[config.mk]
export PLATFORM = sky130hd
export DESIGN_NAME = serial_adder
export DESIGN_NICKNAME = d
export VERILOG_FILES = /design/src/rtl/serial_adder.sv
export SDC_FILE = /design/constraint.sdc
export NUM_CORES = 1
export LEC_CHECK = 0
export ABC_AREA = 1
export CORE_ASPECT_RATIO = 0.75
export CORE_MARGIN = 1
export CORE_UTILIZATION = 55
export CTS_CLUSTER_SIZE = 25
export DETAILED_ROUTE_END_ITERATION = 8
export GPL_TIMING_DRIVEN = 0
export PLACE_DENSITY = 0.83
export SYNTH_ARGS = -nofsm -noshare
export SYNTH_HDL_FRONTEND = slang
export SYNTH_SLANG_ARGS = --single-unit
[constraint.sdc]
create_clock -name clk -period 2.5 [get_ports clk]
set_input_delay 0.625 -clock clk [delete_from_list [all_inputs] [get_ports clk]]
set_output_delay 0.625 -clock clk [all_outputs]
set_load 0.1 [all_outputs]
[src/rtl/serial_adder.sv]
// serial_adder -- digit-serial adder/subtractor.
//
// One DIGIT-bit full-adder slice adds a WIDTH-bit operand pair over
// N = WIDTH/DIGIT cycles.  The carry is held in a flop between digits.
// Subtraction is a + ~b + 1: b is inverted at load and the carry is seeded with 1.
//
// Optional feature (macro SERIAL_ADDER_OVF_EN): adds output ovf, the signed
// overflow of the final digit (carry into MSB ^ carry out of MSB).
//
// Ports:
//   clk        rising-edge clock
//   rst        asynchronous active-high reset
//   start      request an operation (sampled only when busy=0)
//   sub        0: a+b+cin, 1: a-b (cin ignored)
//   a, b       WIDTH-bit operands, sampled with start
//   cin        carry-in for add mode, sampled with start
//   busy       high for exactly N cycles per operation
//   done       one-cycle pulse when sum/cout are updated
//   sum        registered result, holds until the next done
//   cout       carry-out of MSB (sub: 1 = no borrow)
//   ovf        (SERIAL_ADDER_OVF_EN only) signed overflow
module serial_adder #(
  parameter int WIDTH = 8,
  parameter int DIGIT = 1
) (
  input  logic             clk,
  input  logic             rst,
  input  logic             start,
  input  logic             sub,
  input  logic [WIDTH-1:0] a,
  input  logic [WIDTH-1:0] b,
  input  logic             cin,
  output logic             busy,
  output logic             done,
  output logic [WIDTH-1:0] sum,
  output logic             cout
`ifdef SERIAL_ADDER_OVF_EN
  ,
  output logic             ovf
`endif
);

  localparam int N  = WIDTH / DIGIT;
  localparam int CW = (N > 1) ? $clog2(N) : 1;
  localparam logic [CW-1:0] LAST = CW'(N - 1);

  generate
    if (WIDTH < 1 || DIGIT < 1 || (WIDTH % DIGIT) != 0) begin : g_bad_param
      $error("serial_adder: DIGIT must be >= 1 and divide WIDTH");
    end
  endgenerate

  typedef enum logic [1:0] {IDLE, RUN, DONE} state_t;

  state_t           r_state;
  logic [WIDTH-1:0] r_a;
  logic [WIDTH-1:0] r_b;
  logic             r_carry;
  logic [CW-1:0]    r_cnt;

  logic [DIGIT:0]   w_dsum;
  logic [WIDTH-1:0] w_psum_next;

  // One digit slice: low digits of both operand registers plus the held carry.
  assign w_dsum = {1'b0, r_a[DIGIT-1:0]} + {1'b0, r_b[DIGIT-1:0]}
                + (DIGIT+1)'(r_carry);

  // Partial sum fills from the top; after N digits it is the full result.
  // With a single digit there is nothing to accumulate, so no register exists.
  generate
    if (N > 1) begin : g_psum
      logic [WIDTH-DIGIT-1:0] r_psum;
      assign w_psum_next = {w_dsum[DIGIT-1:0], r_psum};
      always_ff @(posedge clk or posedge rst) begin
        if (rst)                  r_psum <= '0;
        else if (r_state == RUN)  r_psum <= w_psum_next[WIDTH-1:DIGIT];
        else if (start && r_state != RUN) r_psum <= '0;
      end
    end else begin : g_no_psum
      assign w_psum_next = w_dsum[DIGIT-1:0];
    end
  endgenerate

`ifdef SERIAL_ADDER_OVF_EN
  // Carry into the MSB recovered from the MSB's inputs and sum bit.
  logic w_msb_cin;
  assign w_msb_cin = r_a[DIGIT-1] ^ r_b[DIGIT-1] ^ w_dsum[DIGIT-1];
`endif

  always_ff @(posedge clk or posedge rst) begin
    if (rst) begin
      r_state <= IDLE;
      r_a     <= '0;
      r_b     <= '0;
      r_carry <= 1'b0;
      r_cnt   <= '0;
      busy    <= 1'b0;
      done    <= 1'b0;
      sum     <= '0;
      cout    <= 1'b0;
`ifdef SERIAL_ADDER_OVF_EN
      ovf     <= 1'b0;
`endif
    end else begin
      case (r_state)
        RUN: begin
          r_a     <= r_a >> DIGIT;
          r_b     <= r_b >> DIGIT;
          r_carry <= w_dsum[DIGIT];
          r_cnt   <= r_cnt + CW'(1);
          if (r_cnt == LAST) begin
            sum     <= w_psum_next;
            cout    <= w_dsum[DIGIT];
`ifdef SERIAL_ADDER_OVF_EN
            ovf     <= w_msb_cin ^ w_dsum[DIGIT];
`endif
            busy    <= 1'b0;
            done    <= 1'b1;
            r_state <= DONE;
          end
        end
        default: begin // IDLE or DONE: DONE never lasts more than one cycle
          done <= 1'b0;
          if (start) begin
            r_a     <= a;
            r_b     <= sub ? ~b : b;
            r_carry <= sub ? 1'b1 : cin;
            r_cnt   <= '0;
            busy    <= 1'b1;
            r_state <= RUN;
          end else begin
            busy    <= 1'b0;
            r_state <= IDLE;
          end
        end
      endcase
    end
  end

endmodule

==> Yosys cells after proc, flatten, opt, wreduce, memory -nomap -nowiden <==
Cells that the tools add are included.
{ "word_totals": {"rom_bits": 0, "input_bits": 21, "ram_bits": 0, "latchBits": 0, "n_memories": 0, "elab_cells": 42, "reg_bits": 40} }
{ "op_classes": {"n_reduce_logical": 4, "eq_ne": 4, "multipliers": 0, "bitwise": 1, "div": 0, "n_shift": 0, "n_mux": 20, "addsub": 3, "magnitude_cmp": 0} }
{ "op_table": {"columns": ["op", "n"], "rows": [
  ["8-bit two-way mux", 5],
  ["7-bit two-way mux", 2],
  ["1-bit two-way mux", 9],
  ["8-bit NOT", 1],
  ["3-bit two-way mux", 2],
  ["2-bit two-way mux", 2],
  ["2-bit by 1-bit != test with 1-bit output, second input constant", 2],
  ["2-bit nonzero test", 2],
  ["3-bit by 1-bit adder with 3-bit output, second input constant", 1],
  ["3-bit equality test, second input constant", 1],
  ["1-bit by 1-bit adder with 2-bit output", 1],
  ["2-bit by 1-bit adder with 2-bit output", 1],
  ["2-bit by 1-bit equality test with 1-bit output, second input constant", 1],
  ["2-bit AND reduction", 1],
  ["1-bit logical AND", 1]
]} }

==> Depth between registers and ports, before layout <==
{ "depth": {"word_depth": 4, "mapped_depth": 6, "depth_no_buf": 6} }

==> Worst setup path after synthesis <==
Ideal clock, no wire load.
{ "synth_path": {"path_type": "register to register", "startpoint": "reg r_state[0]", "endpoint": "reg sum[7]", "t_arrival_ns": 1.770, "n_path_buf": 1, "stages_incl_launch_ff": 7, "slack_ns": 0.608, "period_less_slack_ns": 1.892, "cell_sequence": "dfrtp_1 -> inv_1 -> nor2_4 -> nand2_2 -> buf_6 -> nand2_1 -> o21ai_2"} }
{ "synth_between": {"elab_chain_cells": 2} }
{ "synth_lines": {"columns": ["item", "line_no", "rtl"], "rows": [
  ["start: declaration", "55", "state_t r_state;"],
  ["start signal: assignment", "92", "r_state <= IDLE;"],
  ["start signal: assignment", "119", "r_state <= DONE;"],
  ["start signal: assignment", "130", "r_state <= RUN;"],
  ["2-bit by 1-bit equality test with 1-bit output", "105", "case (r_state)"],
  ["2-bit AND reduction (no line)", null, null],
  ["end signal: assignment", "112", "sum <= w_psum_next;"],
  ["end: declaration", "35", "output logic [WIDTH-1:0] sum,"]
]} }
No other way between the ends.
A chain may end at the register's enable or synchronous reset.

==> Worst setup path after layout <==
{ "layout_path": {"startpoint": "reg sum[6]", "endpoint": "out sum[6]"} }
No word-level cell between the ends.

==> impl_metrics.toml <==
[clock_tree]
clk_pin_slew_ns = 0.07
hold_buffers = 0
clock-sinks = 38
clock_path_buffers = 2
insertion_delay_ns = 0.30
cts.root.buffer_cell = "clkbuf_8"
htree_levels = 2
cts_tree = "done"
postCtsSetupRepairBufs = 0
cts_buffers = 5
cts_resized = 2

[cells_and_area]
final_util_pct = 74.2
antenna_cells = 0
nets = 261
final_cell_mix = "nand2_1, dfrtp_1, nand3_1, clkdlybuf4s50_1, inv_1"
stdcell_count = 276
final_common_cell = "nand2_1"
syn2layout_area_growth_pct = 26.8
layout-drive-gt1-share_pct = 11.8
final_cell_area_um2 = 2190

[floorplan]
start_util_pct = 58.5
die_h_um = 50.6
fp-row-count = 17
dieArea_um2 = 3380
core-area_um2 = 2960
io_pins = 32
die_w_um = 66.8

[sta]
hold_viol = 0
setup_viol = 0
max_freq_mhz = 415
timing.slew.headroom_pct = 35.8
min_period_ns = 2.41
rsz0062_at_grt = "false"
maxSlewViolCount = 0
final.setup.tns_ns = 0
finalCritPeriodShare_pct = 96.4
worst_slew_pin_slew_ns = 0.960
final.setup_skew_ns = 0.00551

[placed_design]
hpwl_um = 2590
place_area_um2 = 2110
io_buffers = 30
dp_cells = 268
gp_congestion = 0.779

[synthesis]
ys_warn_count = 0
synth_compound_area_share_pct = 7.16
ys_seq_elements = 38
synth.distinct_cells = 19
synth.area.mux_share_pct = 0
syn_nets = 223
synth_top_family_by_area = "simple AND/OR/NAND/NOR gates"
netlist_instances = 199
synth_fa_ha_area_share_pct = 2.60
yosys.area_share.simple_pct = 27.5
yosysSeqAreaShare_pct = 55.0
syn-cell-area_um2 = 1730
synth_xor_area_share_pct = 0.506
avgSynthCellArea_um2 = 8.70

[pwr]
p_comb_share_pct = 49.0
power_frac_clock_pct = 15.9
power_frac_seq_pct = 35.1
vdd_drop_max_mv = 0.882
intPower_uw = 1450
powerDensity_nw_per_um2 = 1250
switchingPower_uw = 1300
totalPowerFinal_uw = 2750
p_leak_uw = 0.00113
p_sw_share_pct = 47.3

[route]
viasPerCell = 5.25
first_iter_violations = 84
ant_nets = 0
wl_per_cell_um = 13.0
drc_errors = 0
first_pass_iters = 4
wirelength_um = 3600
vias = 1448

[global_route]
grt_antenna_before_repair = 0
first_global_vias = 1367
grtUsageTotal_pct = 25.8
gr-total-overflow = 0
grt_pass1_wl_um = 6110
grt_max_degree = 26

[setup_path]
worstPathCellList = "clkdlybuf4s50_1"
crit_arrival_ns = 1.79
cp_max_fo = 2
max_stage_delay_ns = 1.13
endpoint_kind = "output pin"
crit_type = "reg -> out"
r2r_setup_slack_ns = 1.12
cp_slowest_cell = "clkdlybuf4s50_1"
cp_top_family = "buffers and inverters"
start_kind = "flop"
required_ns = 1.88
cp.buffers_inverters = 1

[flow_run]
cap_violations = 0

[min_path]
timing.hold.worst.class = "reg -> reg"

[run_status]
status = "finished clean"
[worst paths after layout]
path	startpoint	end	depth (start not counted)
max in group asynchronous	rst	sum[4]$_DFFE_PP0P_	3
setup reg to reg	r_cnt[0]$_DFFE_PP0P_	sum[7]$_DFFE_PP0P_	6
hold / removal	sum[0]$_DFFE_PP0P_	sum[0]$_DFFE_PP0P_	2
hold reg to reg	sum[0]$_DFFE_PP0P_	sum[0]$_DFFE_PP0P_	2
min in group asynchronous	rst	r_a[6]$_DFFE_PP0P_	2
setup / recovery	sum[6]$_DFFE_PP0P_	sum[6]	1
[metrics by stage]
| step | setup slack, ns | hold slack [ns] |
|---|---|---|
| after global placement | 0.241 | 0.455 |
| after floorplan | 0.608 | 0.442 |
| after detailed placement | 0.325 | 0.463 |
| final | 0.0889 | 0.478 |
| after global routing | 0.0387 | 0.497 |
| after CTS | 0.0753 | 0.481 |
[registers in the layout, summed over array words and instances (netlist names)]
signal         count
r_a                8
r_b                8
sum                8
g_psum.r_psum      7
r_cnt              3
cout               1
done               1
r_carry            1
r_state            1
[power by group through the flow]
stage	clock network [µW]	registers, µW	logic [µW]
after global routing	467	986	1460
final	438	964	1350
after detailed placement	0	973	1350
after floorplan	0	1440	543
after CTS	444	964	1350
after global placement	0	962	1310
[worst min-delay path: cells and delay by family, from the launching register on]
kind,cells,cell delay (ns)
flip-flops,1,0.34
AND/OR/NAND/NOR,1,0.06
AO/OA/AOI/OAI,1,0.05
[synthesized netlist by cell type]
cell type | instances | area, µm²
a21oi_1 | 2 | 10.0
buf_2 | 4 | 20.0
buf_4 | 1 | 7.51
buf_6 | 1 | 11.3
clkbuf_1 | 1 | 3.75
dfrtp_1 | 38 | 951
fa_1 | 1 | 20.0
ha_1 | 2 | 25.0
inv_1 | 21 | 78.8
inv_2 | 1 | 3.75
nand2_1 | 70 | 263
nand2_2 | 3 | 18.8
nand3_1 | 34 | 170
nor2_1 | 2 | 7.51
nor2_4 | 1 | 11.3
o21ai_2 | 8 | 70.1
o22ai_1 | 7 | 43.8
or2_2 | 1 | 6.26
xor2_1 | 1 | 8.76
[cells by family after synthesis]
kind of cell / Yosys count
buf+inv: 29
fa+ha+maj: 3
flops: 38
xor+xnor: 1
compound gates: 17
simple gates: 111
[cell type report]
cell class	count	area, µm²
flip-flops and latches	38	951
fillers	231	762
multi-input cells	132	654
repair buffers	31	325
clock buffers	7	86.3
inverters	22	82.6
well taps	38	47.5
plain buffers	7	42.5
clock inverters	1	5.00
[metal layers]
| layer | vias to the layer above | wire length [µm] | global-route usage [%] |
|---|---|---|---|
| met5 | - | 0 | 0 |
| met4 | 0 | 44 | 7.80 |
| met3 | 7 | 191 | 10.2 |
| met2 | 33 | 1670 | 38.9 |
| met1 | 697 | 1690 | 34.2 |
| li1 | 711 | - | - |
No activity file was read; power rests on OpenSTA's default activity.
